## src/rtl/l2_tile_arb.sv

```systemverilog
// l2_tile_arb: round-robin arbiter funnelling TILES L1 request streams into one
// registered L2 request port, with credit limiting on in-flight requests and a
// combinational fan-out of L2 responses back to the owning tile.

// Response steering slice for one tile: claims the response when its tag matches.
module l2_tile_arb_rsp_lane #(
  parameter int LANE       = 0,
  parameter int clid_width = 4,
  parameter int tid_width  = 2
) (
  input  logic                  en,
  input  logic                  rsp_v,
  input  logic [tid_width-1:0]  rsp_tid,
  input  logic [clid_width-1:0] rsp_clid,
  output logic                  hit,
  output logic                  lane_v,
  output logic [clid_width-1:0] lane_clid
);

  assign hit       = (int'(rsp_tid) == LANE);
  assign lane_v    = en & rsp_v & hit;
  assign lane_clid = rsp_clid;

endmodule

module l2_tile_arb #(
  parameter int TILES      = 4,
  parameter int clid_width = 4,
  parameter int tid_width  = $clog2(TILES),
  parameter int max_outst  = 8,
  parameter int cnt_width  = $clog2(max_outst + 1)
) (
  input  logic                          clk,
  input  logic                          reset,
  // tile request side
  input  logic [TILES-1:0]              i_req_v,
  output logic [TILES-1:0]              i_req_r,
  input  logic [TILES*clid_width-1:0]   i_req_clid,
  // L2 request side
  output logic                          o_l2_req_v,
  input  logic                          o_l2_req_r,
  output logic [clid_width-1:0]         o_l2_req_clid,
  output logic [tid_width-1:0]          o_l2_req_tid,
  // L2 response side
  input  logic                          i_l2_rsp_v,
  output logic                          i_l2_rsp_r,
  input  logic [clid_width-1:0]         i_l2_rsp_clid,
  input  logic [tid_width-1:0]          i_l2_rsp_tid,
  // tile response side
  output logic [TILES-1:0]              o_rsp_v,
  input  logic [TILES-1:0]              o_rsp_r,
  output logic [TILES*clid_width-1:0]   o_rsp_clid,
  // status
  output logic [cnt_width-1:0]          o_outst,
  output logic                          o_err
);

  localparam logic [cnt_width-1:0] MAX_CNT = cnt_width'(max_outst);

  // First requester at or after 'start' in circular order; MSB flags a hit.
  // Walking the order backwards lets the earliest candidate overwrite the rest.
  function automatic logic [tid_width:0] rr_pick(input logic [TILES-1:0] v,
                                                 input logic [tid_width-1:0] start);
    logic [tid_width:0] r;
    int t;
    r = '0;
    for (int k = TILES - 1; k >= 0; k--) begin
      t = int'(start) + k;
      if (t >= TILES) t = t - TILES;
      if (v[t]) r = {1'b1, tid_width'(t)};
    end
    return r;
  endfunction

  // Pointer step with wrap at TILES (TILES need not be a power of two).
  function automatic logic [tid_width-1:0] rr_inc(input logic [tid_width-1:0] i);
    int n;
    n = int'(i) + 1;
    if (n >= TILES) n = 0;
    return tid_width'(n);
  endfunction

  logic [TILES-1:0][clid_width-1:0] req_clid_arr;
  logic [TILES-1:0][clid_width-1:0] rsp_clid_arr;
  logic [tid_width-1:0]             rr;
  logic [tid_width-1:0]             rr_nxt;
  logic [tid_width-1:0]             gnt_idx;
  logic [tid_width:0]               pick;
  logic                             slot_free;
  logic                             credit_ok;
  logic                             grant;
  logic [TILES-1:0]                 gnt_oh;
  logic [clid_width-1:0]            gnt_clid;
  logic [TILES-1:0]                 lane_hit;
  logic                             tid_ok;
  logic                             rsp_hs;
  logic                             bad_rsp;
  logic [cnt_width-1:0]             cnt;

  assign req_clid_arr = i_req_clid;

  // Output slot can take a new request if empty or draining this cycle;
  // credit is judged on the registered count only, so a same-cycle response
  // does not open an extra slot.
  assign slot_free = ~o_l2_req_v | o_l2_req_r;
  assign credit_ok = cnt < MAX_CNT;
  assign pick      = rr_pick(i_req_v, rr);
  assign gnt_idx   = pick[tid_width-1:0];
  assign grant     = ~reset & slot_free & credit_ok & pick[tid_width];
  assign rr_nxt    = rr_inc(gnt_idx);

  // One-hot ready to the winner and mux of its cacheline id.
  always_comb begin
    gnt_oh   = '0;
    gnt_clid = '0;
    for (int t = 0; t < TILES; t++) begin
      gnt_oh[t] = grant & (int'(gnt_idx) == t);
      if (gnt_oh[t]) gnt_clid = req_clid_arr[t];
    end
  end

  assign i_req_r = gnt_oh;

  // Per-tile response steering.
  for (genvar g = 0; g < TILES; g++) begin : g_lane
    l2_tile_arb_rsp_lane #(
      .LANE       (g),
      .clid_width (clid_width),
      .tid_width  (tid_width)
    ) u_lane (
      .en        (~reset),
      .rsp_v     (i_l2_rsp_v),
      .rsp_tid   (i_l2_rsp_tid),
      .rsp_clid  (i_l2_rsp_clid),
      .hit       (lane_hit[g]),
      .lane_v    (o_rsp_v[g]),
      .lane_clid (rsp_clid_arr[g])
    );
  end

  assign o_rsp_clid = rsp_clid_arr;

  // A tag that matches no tile is swallowed so the L2 side never stalls on it.
  assign tid_ok     = |lane_hit;
  assign i_l2_rsp_r = ~reset & (tid_ok ? |(lane_hit & o_rsp_r) : 1'b1);
  assign rsp_hs     = i_l2_rsp_v & i_l2_rsp_r;
  assign bad_rsp    = rsp_hs & (~tid_ok | (cnt == '0));

  // Output stage: load on grant, drop valid once the L2 side has taken it.
  always_ff @(posedge clk or posedge reset) begin
    if (reset) begin
      o_l2_req_v    <= 1'b0;
      o_l2_req_clid <= '0;
      o_l2_req_tid  <= '0;
    end else if (grant) begin
      o_l2_req_v    <= 1'b1;
      o_l2_req_clid <= gnt_clid;
      o_l2_req_tid  <= gnt_idx;
    end else if (o_l2_req_r) begin
      o_l2_req_v    <= 1'b0;
    end
  end

  // Round-robin pointer moves just past the last winner.
  always_ff @(posedge clk or posedge reset) begin
    if (reset)      rr <= '0;
    else if (grant) rr <= rr_nxt;
  end

  // In-flight count: +1 per grant, -1 per response, clamped at zero.
  always_ff @(posedge clk or posedge reset) begin
    if (reset)                                   cnt <= '0;
    else if (grant & ~rsp_hs)                    cnt <= cnt + 1'b1;
    else if (rsp_hs & ~grant & (cnt != '0))      cnt <= cnt - 1'b1;
  end

  // Sticky error on stray responses (unknown tile or nothing outstanding).
  always_ff @(posedge clk or posedge reset) begin
    if (reset)        o_err <= 1'b0;
    else if (bad_rsp) o_err <= 1'b1;
  end

  assign o_outst = cnt;

endmodule
```

## config.mk

```make
export PLATFORM = sky130hd
export DESIGN_NAME = l2_tile_arb
export DESIGN_NICKNAME = d
export VERILOG_FILES = /design/src/rtl/l2_tile_arb.sv
export SDC_FILE = /design/constraint.sdc
export NUM_CORES = 1
export LEC_CHECK = 0
export BUFFER_PORTS_ARGS = -buffer_cell sky130_fd_sc_hd__buf_2
export CORE_UTILIZATION = 35
export DETAILED_ROUTE_END_ITERATION = 12
export PLACE_DENSITY_LB_ADDON = 0.05
export SLEW_MARGIN = 15
export SYNTH_ARGS = -nofsm -noshare
export SYNTH_HDL_FRONTEND = slang
export SYNTH_SLANG_ARGS = --single-unit
export TNS_END_PERCENT = 10
```

## constraint.sdc

```tcl
create_clock -name clk -period 5.15 [get_ports clk]
set_input_delay 0.515 -clock clk [delete_from_list [all_inputs] [get_ports clk]]
set_output_delay 0.515 -clock clk [all_outputs]
set_load 0.01 [all_outputs]
```

==> impl_metrics.toml <==
[critical_path]
crit_chain = "mux2i_1, nor2_1, nor3_1, inv_1, ha_1, and2_1, buf_2"
start_kind = "register"
cp_slowest_cell = "nor3_1"
cp_slowest_stage_delay_ps = 500
path_delay_family = "simple AND/OR/NAND/NOR gates"
path_buf_inv = 2
worstPathMaxFanout = 9
worst_setup_path_end_kind = "output pin"
worst-path-stages = 7
rr_worst_depth = 8
arrival_ps = 2310
worstPathRequired_ps = 4640
critPathKind = "reg2out"

[routing]
viasPerCell = 4.899
postRouteAntennaNets = 0
met3_length_um = 135
highest_layer = "met4"
wl_met1_mm = 1.308
drt_iter0_markers = 30
dr_wl_met2_mm = 1.240
wire_per_inst_um = 13.20
vias = 1014
first_pass_iters = 4
wl_mm = 2.732
remaining_drc_errors = 0

[clock_tree]
clk_pin_slew_ps = 100
ctsResizeCount = 0
clock_path_buffers = 2
cts_root_buffer = "clkbuf_4"
holdBufCountCts = 0
cts_max_level = 1
cts_sinks = 14
clkLatencyLatePin_ps = 290
cts_buffers = 3
cts_tree = "built"
post-cts-setup-buffer-count = 0

[grt]
grt_pass1_vias = 923
grt_usage_pct = 15.95
grt_pass1_wl_mm = 4.312
grt_max_degree = 16
grt_overflow = 0
antenna_found_initial = 0

[timing]
fmax_ghz = 0.3545
finalHoldViolCount = 0
drv_slew = 0
slew_headroom_pct = 60.13
finalSetupViolCount = 0
hold_ws_ps = 296.0
totalNegativeSetupSlack_ps = 0
fin_crit_sh_pct = 54.77
fin_worst_skew_ps = 4.860
grt_setup_unrepaired = "no"
worstMarginPinSlew_ps = 597.4
min_period_ps = 2821
worst_slack_ps = 2329

[logic_synthesis]
syn_avg_cell_area_um2 = 8.916
ys_async_sr_fraction_pct = 100.0
syn_area_um2 = 1204
synth_cell_types = 39
synth-seq-area-share_pct = 29.11
synthCells = 135
syn-num-nets = 176
synth_edf_count = 0
ys_warn_count = 0
ys_ff_latch = 14
synthFlopType = "dfrtp_1"

[final_layout]
seq_area_um2 = 350.3
multiInputGateArea_um2 = 641.9
final_layout_size_suffix_gt1_share_pct = 38.04
area_growth_pct = 13.31
n_antenna_cell = 0
final_core_util_pct = 43.25
stdcell_count = 207
post-route-cell-area_um2 = 1364
final_cell_mix = "50 x buf_2, 16 x a21oi_1, 14 x dfrtp_1, 9 x nand2_1"
layout_commonest_cell = "buf_2"
fill_cells = 348
nets = 205

[die]
dieArea_um2 = 3678
coreArea_um2 = 3153
start_util_pct = 38.17
rows = 20
die_w_um = 60.65
dieHeight_um = 60.65
ios = 71

[placement]
port_buffers = 50
dpl_worst_slack_ps = 2370
dp_cells = 203
placed_area_um2 = 1328
gp_congestion = 0.7283
dpl.hpwl_mm = 2.120

[pwr]
ir_drop_uv = 189.7
power_frac_seq_pct = 32.2
intPower_mw = 0.3830
finalPower_mw = 0.6609
cellPowerDensity_nw_per_um2 = 484.6
p_sw_share_pct = 42.04
leakage_nw = 0.7084
clockPowerShare_pct = 12.7
power_frac_comb_pct = 55.1
power_switching_mw = 0.2778

[min_path]
hp-class = "in2async"

[run_status]
status = "complete, no violations"

[job]
cap_violations = 0
-- worst reg2reg max path, cell delays in order (launching register included) --
cell      delay [ps]
dfrtp_1          440
nor2_1           370
and3_4           380
nand2_1          150
ha_1             300
a21o_1           170
a21o_1           200
o21ai_0          190
o311ai_2         130
-- logic make-up (layout without fill, tap and decap cells) --
| kind of cell | Yosys count | in the layout | share of synthesized area (%) |
|---|---|---|---|
| AO/OA/AOI/OAI | 29 | 29 | 15.80 |
| XOR/XNOR | 2 | 2 | 1.456 |
| adder cells (fa/ha/maj) | 7 | 7 | 7.900 |
| buffers and inverters | 34 | 62 | 17.57 |
| flip-flops | 14 | 14 | 29.11 |
| multiplexers | 6 | 6 | 8.004 |
| AND/OR/NAND/NOR | 43 | 43 | 20.17 |
-- cell usage after synthesis (2+ instances only) --
library cell / n / share of area, %
nor2_1: 8 / 2.5
a21oi_1: 16 / 6.7
a21o_1: 2 / 1.2
nand2_1: 9 / 2.8
nand3_1: 3 / 1.2
nand4_1: 4 / 2.1
nor3b_1: 2 / 1.2
inv_1: 8 / 2.5
a221o_1: 4 / 3.3
and2_1: 5 / 2.6
and3b_1: 5 / 3.6
ha_1: 6 / 6.2
dfrtp_1: 14 / 29
clkbuf_1: 3 / 0.94
buf_4: 20 / 12
mux2_4: 2 / 2.5
o21ai_0: 2 / 0.83
-- power by group through the flow --
| stage | combinational [mW] | sequential (mW) | clock (mW) |
|---|---|---|---|
| finish | 0.364 | 0.213 | 0.0840 |
| global route | 0.409 | 0.223 | 0.0923 |
| CTS | 0.367 | 0.213 | 0.0852 |
| detailed placement | 0.366 | 0.216 | 0 |
| global placement | 0.358 | 0.216 | 0 |
| floorplan | 0.253 | 0.232 | 0 |
-- path summary, 6_finish.rpt --
| path | from | endpoint | slack (ps) |
|---|---|---|---|
| max | rr[1]$_DFFE_PP0P_ | i_req_r[2] | 2330 |
| min in group clk | o_err$_DFFE_PP0P_ | o_err$_DFFE_PP0P_ | 470 |
| min reg2reg | o_err$_DFFE_PP0P_ | o_err$_DFFE_PP0P_ | 470 |
| max in group asynchronous | reset | o_outst[3]$_DFFE_PP0P_ | 4460 |
| min | reset | o_err$_DFFE_PP0P_ | 300 |
| max reg2reg | o_outst[3]$_DFFE_PP0P_ | o_outst[3]$_DFFE_PP0P_ | 2710 |
-- layout make-up --
| type | instances | share of cell area, % |
|---|---|---|
| sequential | 14 | 25.69 |
| multi-input combinational | 87 | 47.06 |
| clock buffer | 4 | 2.661 |
| tap | 44 | 4.037 |
| timing repair buffer | 50 | 18.35 |
| inverter | 8 | 2.202 |
-- sequential cells by signal (all words and copies together) (netlist names) --
name	flops
o_l2_req_clid	4
o_l2_req_v	1
o_outst	4
rr	2
o_l2_req_tid	2
o_err	1
-- metal layers --
| layer | track usage, % | up-vias |
|---|---|---|
| li1 | - | 510 |
| met1 | 21.55 | 468 |
| met2 | 24.80 | 31 |
| met3 | 2.345 | 5 |
| met4 | 8.117 | 0 |
| met5 | 0 | - |
Note: power is estimated with default switching activity, not from simulation.
